### src/rtl/nfc_poll_pkg.sv
// Shared types and constants for the NFC Read Status poller.
// Holds FSM states, status byte bit positions and default IDs.
package nfc_poll_pkg;

    localparam int IdleIdx   = 0;
    localparam int SelectIdx = 1;
    localparam int IssueIdx  = 2;
    localparam int WaitIdx   = 3;
    localparam int GapIdx    = 4;

    typedef enum logic [4:0] {
        sIdle     = 5'b00001,
        sSelect   = 5'b00010,
        sIssue    = 5'b00100,
        sWaitLast = 5'b01000,
        sGap      = 5'b10000
    } pollState_t;

    localparam int RdyBit  = 6;
    localparam int ArdyBit = 5;
    localparam int FailBit = 0;

    localparam logic [5:0] DefOpcode = 6'b000111;
    localparam logic [4:0] DefTarget = 5'b00100;

    function automatic logic [15:0] effGap(
        input logic [15:0] gap
    );
        return (gap == 16'd0) ? 16'd1 : gap;
    endfunction

endpackage

### src/rtl/nfc_status_poller_if.sv
// Command/status link between the poller and the Read Status block.
// master: poller (drives command); slave: Read Status block.
interface nfc_status_poller_if #(
    parameter int NumberOfWays = 4
);
    logic [5:0]              oOpcode;
    logic [4:0]              oTargetID;
    logic                    oCMDValid;
    logic                    iCMDReady;
    logic [NumberOfWays-1:0] oWaySelect;
    logic [23:0]             oRowAddress;
    logic [23:0]             iStatus;
    logic                    iStatusValid;
    logic                    iLastStep;

    modport master (
        output oOpcode, oTargetID, oCMDValid,
        output oWaySelect, oRowAddress,
        input  iCMDReady, iStatus, iStatusValid,
        input  iLastStep
    );

    modport slave (
        input  oOpcode, oTargetID, oCMDValid,
        input  oWaySelect, oRowAddress,
        output iCMDReady, iStatus, iStatusValid,
        output iLastStep
    );
endinterface

### src/rtl/nfc_rr_pick.sv
// Combinational round-robin picker: first set bit at/after pointer.
// Ports: iPending mask, iPointer index -> oGrant one-hot, oGrantIdx.
module nfc_rr_pick #(
    parameter int NumberOfWays = 4,
    parameter int PtrW         = 2
) (
    input  logic [NumberOfWays-1:0] iPending,
    input  logic [PtrW-1:0]         iPointer,
    output logic [NumberOfWays-1:0] oGrant,
    output logic [PtrW-1:0]         oGrantIdx
);

    logic            found;
    logic [PtrW-1:0] idx;

    always_comb begin
        oGrant    = '0;
        oGrantIdx = '0;
        found     = 1'b0;
        idx       = '0;
        for (int i = 0; i < NumberOfWays; i++) begin
            idx = PtrW'((int'(iPointer) + i) % NumberOfWays);
            if (!found && iPending[idx]) begin
                found       = 1'b1;
                oGrant[idx] = 1'b1;
                oGrantIdx   = idx;
            end
        end
    end

endmodule

### src/rtl/nfc_status_poller.sv
// Polls busy ways via Read Status and tracks per-way RDY/FAIL flags.
// Ports: poll/hold/clear in, way flags + result out, rsBus to block.
module nfc_status_poller
    import nfc_poll_pkg::*;
#(
    parameter int          NumberOfWays = 4,
    parameter logic [5:0]  CommandID    = DefOpcode,
    parameter logic [4:0]  TargetID     = DefTarget,
    parameter logic [15:0] PollGap      = 16'd64,
    parameter logic [15:0] Watchdog     = 16'd1023
) (
    input  logic                    iSystemClock,
    input  logic                    iReset_n,
    input  logic [NumberOfWays-1:0] iPollRequest,
    input  logic                    iHold,
    input  logic [NumberOfWays-1:0] iClearFail,
    output logic [NumberOfWays-1:0] oWayReady,
    output logic [NumberOfWays-1:0] oWayFail,
    output logic                    oTimeout,
    output logic                    oBusy,
    output logic                    oResultValid,
    output logic [NumberOfWays-1:0] oResultWay,
    output logic [7:0]              oResultByte,
    nfc_status_poller_if.master     rsBus
);

    localparam int PtrW =
        (NumberOfWays > 1) ? $clog2(NumberOfWays) : 1;

    pollState_t rState, sNext;

    logic [NumberOfWays-1:0] rPending;
    logic [NumberOfWays-1:0] rSel;
    logic [PtrW-1:0]         rSelIdx;
    logic [PtrW-1:0]         rPtr;
    logic [PtrW-1:0]         nextPtr;
    logic [15:0]             rGapCnt;
    logic [15:0]             rWdCnt;

    logic [NumberOfWays-1:0] grant;
    logic [PtrW-1:0]         grantIdx;

    logic cmdValid;
    logic accept;
    logic capture;
    logic wdExpire;
    logic gapDone;
    logic pollEnd;
    logic rdyHit;
    logic failHit;
    logic [NumberOfWays-1:0] wayRdySet;
    logic [NumberOfWays-1:0] wayFailSet;
    logic unusedStatusHi;

    nfc_rr_pick #(
        .NumberOfWays (NumberOfWays),
        .PtrW         (PtrW)
    ) uPick (
        .iPending  (rPending),
        .iPointer  (rPtr),
        .oGrant    (grant),
        .oGrantIdx (grantIdx)
    );

    assign accept   = cmdValid & rsBus.iCMDReady;
    assign capture  = rState[WaitIdx] & rsBus.iStatusValid;
    // A last step in the expiry cycle is a normal completion.
    assign wdExpire = rState[WaitIdx] & ~rsBus.iLastStep
                    & (rWdCnt == Watchdog - 16'd1);
    assign pollEnd  = rState[WaitIdx]
                    & (rsBus.iLastStep | wdExpire);
    assign gapDone  = rGapCnt == effGap(PollGap) - 16'd1;

    assign rdyHit     = capture & rsBus.iStatus[RdyBit];
    assign failHit    = rdyHit & rsBus.iStatus[FailBit];
    assign wayRdySet  = rdyHit  ? rSel : '0;
    assign wayFailSet = failHit ? rSel : '0;

    assign nextPtr = (rSelIdx == PtrW'(NumberOfWays - 1))
                   ? '0 : rSelIdx + PtrW'(1);

    assign unusedStatusHi = ^rsBus.iStatus[23:8];

    always_ff @(posedge iSystemClock or negedge iReset_n) begin
        if (!iReset_n) rState <= sIdle;
        else           rState <= sNext;
    end

    always_comb begin
        sNext    = rState;
        cmdValid = 1'b0;
        unique case (1'b1)
            rState[IdleIdx]:
                if (|rPending && !iHold) sNext = sSelect;
            rState[SelectIdx]:
                sNext = sIssue;
            rState[IssueIdx]: begin
                cmdValid = 1'b1;
                if (accept) sNext = sWaitLast;
            end
            rState[WaitIdx]:
                if (pollEnd) sNext = sGap;
            rState[GapIdx]:
                if (gapDone) sNext = sIdle;
            default:
                sNext = sIdle;
        endcase
    end

    assign oBusy             = rState != sIdle;
    assign rsBus.oCMDValid   = cmdValid;
    assign rsBus.oOpcode     = cmdValid ? CommandID : '0;
    assign rsBus.oTargetID   = cmdValid ? TargetID  : '0;
    assign rsBus.oWaySelect  = rSel;
    assign rsBus.oRowAddress = '0;

    always_ff @(posedge iSystemClock or negedge iReset_n) begin
        if (!iReset_n) begin
            rPending     <= '0;
            rSel         <= '0;
            rSelIdx      <= '0;
            rPtr         <= '0;
            rGapCnt      <= '0;
            rWdCnt       <= '0;
            oWayReady    <= '0;
            oWayFail     <= '0;
            oTimeout     <= 1'b0;
            oResultValid <= 1'b0;
            oResultWay   <= '0;
            oResultByte  <= '0;
        end else begin
            oResultValid <= 1'b0;
            oTimeout     <= 1'b0;
            // A fresh request outranks a same-cycle RDY report.
            rPending  <= (rPending & ~wayRdySet) | iPollRequest;
            oWayReady <= (oWayReady | wayRdySet) & ~iPollRequest;
            oWayFail  <= (oWayFail & ~iClearFail) | wayFailSet;
            // Counters sit at zero outside their state.
            rWdCnt  <= rState[WaitIdx] ? rWdCnt + 16'd1 : '0;
            rGapCnt <= rState[GapIdx]  ? rGapCnt + 16'd1 : '0;
            if (rState[SelectIdx]) begin
                rSel    <= grant;
                rSelIdx <= grantIdx;
            end
            if (capture) begin
                oResultValid <= 1'b1;
                oResultWay   <= rSel;
                oResultByte  <= rsBus.iStatus[7:0];
            end
            if (pollEnd) begin
                rPtr <= nextPtr;
                rSel <= '0;
            end
            if (wdExpire) oTimeout <= 1'b1;
        end
    end

endmodule

### src/flat_wrapper.sv
// flat-port wrapper written by rule: the top's interface ports become plain ports
module nfc_status_poller_flat import nfc_poll_pkg::*;
#(
    parameter int          NumberOfWays = 4,
    parameter logic [5:0]  CommandID    = DefOpcode,
    parameter logic [4:0]  TargetID     = DefTarget,
    parameter logic [15:0] PollGap      = 16'd64,
    parameter logic [15:0] Watchdog     = 16'd1023
)
  (iSystemClock, iReset_n, iPollRequest, iHold, iClearFail, oWayReady, oWayFail, oTimeout, oBusy, oResultValid, oResultWay, oResultByte, rsBus_oOpcode, rsBus_oTargetID, rsBus_oCMDValid, rsBus_oWaySelect, rsBus_oRowAddress, rsBus_iCMDReady, rsBus_iStatus, rsBus_iStatusValid, rsBus_iLastStep);
  nfc_status_poller_if #(.NumberOfWays(NumberOfWays)) rsBus_i ();
  input  logic iSystemClock;
  input  logic iReset_n;
  input  logic [NumberOfWays-1:0] iPollRequest;
  input  logic iHold;
  input  logic [NumberOfWays-1:0] iClearFail;
  output logic [NumberOfWays-1:0] oWayReady;
  output logic [NumberOfWays-1:0] oWayFail;
  output logic oTimeout;
  output logic oBusy;
  output logic oResultValid;
  output logic [NumberOfWays-1:0] oResultWay;
  output logic [7:0] oResultByte;
  output wire logic [$bits(rsBus_i.oOpcode)-1:0] rsBus_oOpcode;
  output wire logic [$bits(rsBus_i.oTargetID)-1:0] rsBus_oTargetID;
  output wire logic [$bits(rsBus_i.oCMDValid)-1:0] rsBus_oCMDValid;
  output wire logic [$bits(rsBus_i.oWaySelect)-1:0] rsBus_oWaySelect;
  output wire logic [$bits(rsBus_i.oRowAddress)-1:0] rsBus_oRowAddress;
  input wire logic [$bits(rsBus_i.iCMDReady)-1:0] rsBus_iCMDReady;
  input wire logic [$bits(rsBus_i.iStatus)-1:0] rsBus_iStatus;
  input wire logic [$bits(rsBus_i.iStatusValid)-1:0] rsBus_iStatusValid;
  input wire logic [$bits(rsBus_i.iLastStep)-1:0] rsBus_iLastStep;
  assign rsBus_oOpcode = rsBus_i.oOpcode;
  assign rsBus_oTargetID = rsBus_i.oTargetID;
  assign rsBus_oCMDValid = rsBus_i.oCMDValid;
  assign rsBus_oWaySelect = rsBus_i.oWaySelect;
  assign rsBus_oRowAddress = rsBus_i.oRowAddress;
  assign rsBus_i.iCMDReady = rsBus_iCMDReady;
  assign rsBus_i.iStatus = rsBus_iStatus;
  assign rsBus_i.iStatusValid = rsBus_iStatusValid;
  assign rsBus_i.iLastStep = rsBus_iLastStep;
  nfc_status_poller #(.NumberOfWays(NumberOfWays), .CommandID(CommandID), .TargetID(TargetID), .PollGap(PollGap), .Watchdog(Watchdog)) u_core (.iSystemClock(iSystemClock), .iReset_n(iReset_n), .iPollRequest(iPollRequest), .iHold(iHold), .iClearFail(iClearFail), .oWayReady(oWayReady), .oWayFail(oWayFail), .oTimeout(oTimeout), .oBusy(oBusy), .oResultValid(oResultValid), .oResultWay(oResultWay), .oResultByte(oResultByte), .rsBus(rsBus_i));
endmodule
### config.mk
export PLATFORM = sky130hd
export DESIGN_NAME = nfc_status_poller_flat
export DESIGN_NICKNAME = d
export VERILOG_FILES = /design/src/rtl/nfc_poll_pkg.sv /design/src/rtl/nfc_status_poller_if.sv /design/src/rtl/nfc_rr_pick.sv /design/src/rtl/nfc_status_poller.sv /design/src/flat_wrapper.sv
export SDC_FILE = /design/constraint.sdc
export NUM_CORES = 1
export LEC_CHECK = 0
export ABC_AREA = 1
export BUFFER_PORTS_ARGS = -buffer_cell sky130_fd_sc_hd__buf_2
export CORE_AREA = 2 2 79 112
export CTS_CLUSTER_DIAMETER = 40
export CTS_CLUSTER_SIZE = 14
export DETAILED_ROUTE_END_ITERATION = 10
export DIE_AREA = 0 0 81 114
export PLACE_DENSITY = 0.83
export SETUP_SLACK_MARGIN = 0.4
export SYNTH_ARGS = -nofsm -noshare
export SYNTH_HDL_FRONTEND = slang
export SYNTH_SLANG_ARGS = --single-unit
### constraint.sdc
create_clock -name iSystemClock -period 1.67 [get_ports iSystemClock]
set_input_delay 0.334 -clock iSystemClock [delete_from_list [all_inputs] [get_ports iSystemClock]]
set_output_delay 0.334 -clock iSystemClock [all_outputs]
set_load 0.1 [all_outputs]
==> results.toml <==
[routing]
totalWireLength_mm = 15.8
viasPerCell = 5.95
wl_per_cell_um = 22.6
firstDrtPassIters = 8
via_count = 4148
antenna_left = 0
drc = 0
first_iter_violations = 549

[critical_path]
end_kind = "register"
crit_arrival_ns = 2.05
worst_setup_path_start_kind = "register"
max_stage_delay_ns = 0.40
criticalPathCategory = "register to register"
rr_worst_depth = 9
crit_slowest_cell = "dfrtp_1"
critPathMaxFanout = 4
critPathRequiredTime_ns = 1.92
path_cells = "buf_4, buf_4, nand3_2, nor2_2, nand3_2, a21oi_4, buf_6, nand2_1, o21ai_1"

[floorplan]
core_mm2 = 0.00831
rows = 40
io_pins = 101
design.die.area_mm2 = 0.00923
die_w_um = 81
initial_utilization_pct = 46.5
die_h_um = 114

[placed_design]
dp.final_hpwl_mm = 6.21
gp_congestion = 0.816
io_buffers = 53

[power]
ir_drop_v = 0.000859
power_density_mw_per_mm2 = 1070
p_leak_nw = 2.90

[yosys]
synthMuxAreaShare_pct = 0
synth-main-ff-cell = "dfrtp_1"
synthSimpleGateAreaFrac_pct = 27.3
async_flop_share_pct = 100
yosysMostFrequentCell = "nand2_1"
synth-xor-area-share_pct = 0.453
synth_edf_count = 0
synthDistinctLibCells = 38
synth_commonest_cells = "nand2_1, dfrtp_1, inv_1, nor2_1, buf_4"
synth_top_family_by_area = "simple AND/OR/NAND/NOR gates"
ys_seq_elements = 71
yosysSeqAreaShare_pct = 46.0
synth_cells = 464
synthAdderAreaFrac_pct = 3.56
syn_avg_cell_area_um2 = 8.33
yosysWarningCount = 0
synth_area_leaders = "dfrtp_1, nand2_1, buf_4"
synth.largest_area_cell = "dfrtp_1"
synth_top_area_share_pct = 45.3
syn_area_mm2 = 0.00386
synth_compound_area_share_pct = 9.97

[sta]
tns_ns = -0.732
rsz0062_at_grt = "yes"
setup_viol = 13
fmax_mhz = 554
min_period_ns = 1.81
period_share_pct = 108
drv_slew = 0
finClkSkew_ns = 0.00885
setup_slack_ns = -0.136
hold_slack_ns = 0.180
finalHoldViolCount = 0

[cts]
clk_pin_slew_ns = 0.06
clk_latency_ns = 0.34
cts_tree = "done"
htreeDepth = 3
clk_root_buffer_cell = "clkbuf_16"
clock_path_buffers = 2
cts_buffers = 9
clock-sinks = 71

[outcome]
status = "finished with violations"
violations = "negative setup slack"

[global_routing]
grt_max_degree = 38
grtUsageTotal_pct = 25.8
antenna_found_initial = 0
grt-ovfl-total = 0
grt_pass1_vias = 3927
grt_pass1_wl_mm = 18.3

[final_layout]
drive_gt1_share_pct = 46.6
final_nets = 636
area_delta_synth_final_pct = 61.0
diodes = 0

[min_path]
holdPathStages = 2
min_path_type = "primary input to register"

[run]
maxCapViolations = 0
## path summary, 6_finish.rpt
path / slack (ns) / start / endpoint
worst min register to register: 0.54 / u_core.rGapCnt[7]$_DFF_PN0_ / u_core.rGapCnt[7]$_DFF_PN0_
worst min-delay path: 0.18 / iPollRequest[2] / u_core.oWayReady[2]$_DFF_PN0_
min in group asynchronous: 0.47 / iReset_n / u_core.rGapCnt[1]$_DFF_PN0_
worst max register to register: -0.14 / u_core.rState[3]$_DFF_PN0_ / u_core.rPtr[0]$_DFFE_PN0P_
worst max-delay path: -0.14 / u_core.rState[3]$_DFF_PN0_ / u_core.rPtr[0]$_DFFE_PN0P_
max in group asynchronous: 0.63 / iReset_n / u_core.rState[0]$_DFF_PN1_
## worst max-delay path, delay by kind of cell (launching register included)
kind | cells | cell delay [ns]
AOI/OAI and AO/OA | 2 | 0.40
buffers and inverters | 3 | 0.43
DFF | 1 | 0.40
and+or+nand+nor | 4 | 0.47
## area by class of cell
| class | instances | area [um2] |
|---|---|---|
| timing repair buffer | 121 | 1410 |
| sequential | 71 | 1790 |
| multi-input combinational | 332 | 2350 |
| fill | 451 | 2090 |
| clock buffer | 11 | 243 |
| tap | 105 | 131 |
| inverter | 52 | 230 |
| clock inverter | 5 | 57.6 |
## per-stage QoR
stage	std cells	power (mW)	setup slack, ns	area, um2	utilization (%)
floorplan	494	3.55	0.215	4070	-
global placement	625	3.81	0.142	4270	51.4
detailed placement	625	3.86	0.0992	4270	51.4
CTS	668	6.23	-0.116	5520	66.4
global route	697	6.78	-0.400	6220	74.9
finish	697	6.64	-0.136	6220	74.9
## cells in the final DEF, fill, tap and decap left out, types with 4 or more instances in the layout
cell / Yosys / layout
nand2_4: 3 / 9
ha_1: 11 / 7
clkbuf_16: 0 / 10
buf_6: 1 / 22
nand3_2: 3 / 8
conb_1: 1 / 31
nand2_1: 101 / 85
dfrtp_1: 70 / 61
o21ai_2: 0 / 6
a21boi_0: 4 / 4
buf_2: 1 / 21
a21oi_1: 25 / 9
nor3_4: 0 / 4
o21ai_1: 2 / 11
inv_2: 2 / 5
nor2_4: 2 / 18
nor2_2: 7 / 9
o21bai_1: 5 / 5
a21oi_2: 0 / 14
dfrtp_2: 0 / 8
nand2_2: 8 / 15
buf_12: 0 / 33
nor3_2: 3 / 6
nand3_4: 2 / 10
buf_4: 35 / 39
nor2_1: 44 / 27
inv_1: 49 / 40
nand3_1: 34 / 21
## flip-flops by register name, indices dropped and copies added (netlist names), 2 cells and up
signal	flops
u_core.rState	5
u_core.oWayFail	4
u_core.oResultWay	4
u_core.rSelIdx	2
u_core.rsBus.oWaySelect	4
u_core.rWdCnt	16
u_core.oWayReady	4
u_core.rPtr	2
u_core.rPending	4
u_core.oResultByte	8
u_core.rGapCnt	16
## where the power goes
group | switching, mW | internal (mW) | total, mW
combinational | 1.86 | 0.839 | 2.70
clock | 0.804 | 1.20 | 2.00
sequential | 0.120 | 1.82 | 1.94
## kinds of logic after synthesis
family,Yosys count
AOI/OAI and AO/OA,66
xor gates and xnor gates,2
and+or+nand+nor,221
buffers and inverters,92
DFF,71
adders and majority gates,11
other,1
## what timing repair did
item / in CTS / in global routing
hold endpoints to repair: 12 / 0
pin swaps: 31 / 30
gates resized for setup: 197 / 115
gates cloned: 1 / 1
hold buffers: 1 / 0
buffers inserted: 25 / 28
setup endpoints to repair: 65 / 87
## metal layers
layer	GRT usage, %	part of all wire [%]
met5	0	0
met1	28.0	32
met3	4.11	6.8
met2	45.7	52
met4	16.3	9.4
No activity file was read; power rests on OpenSTA's default activity.
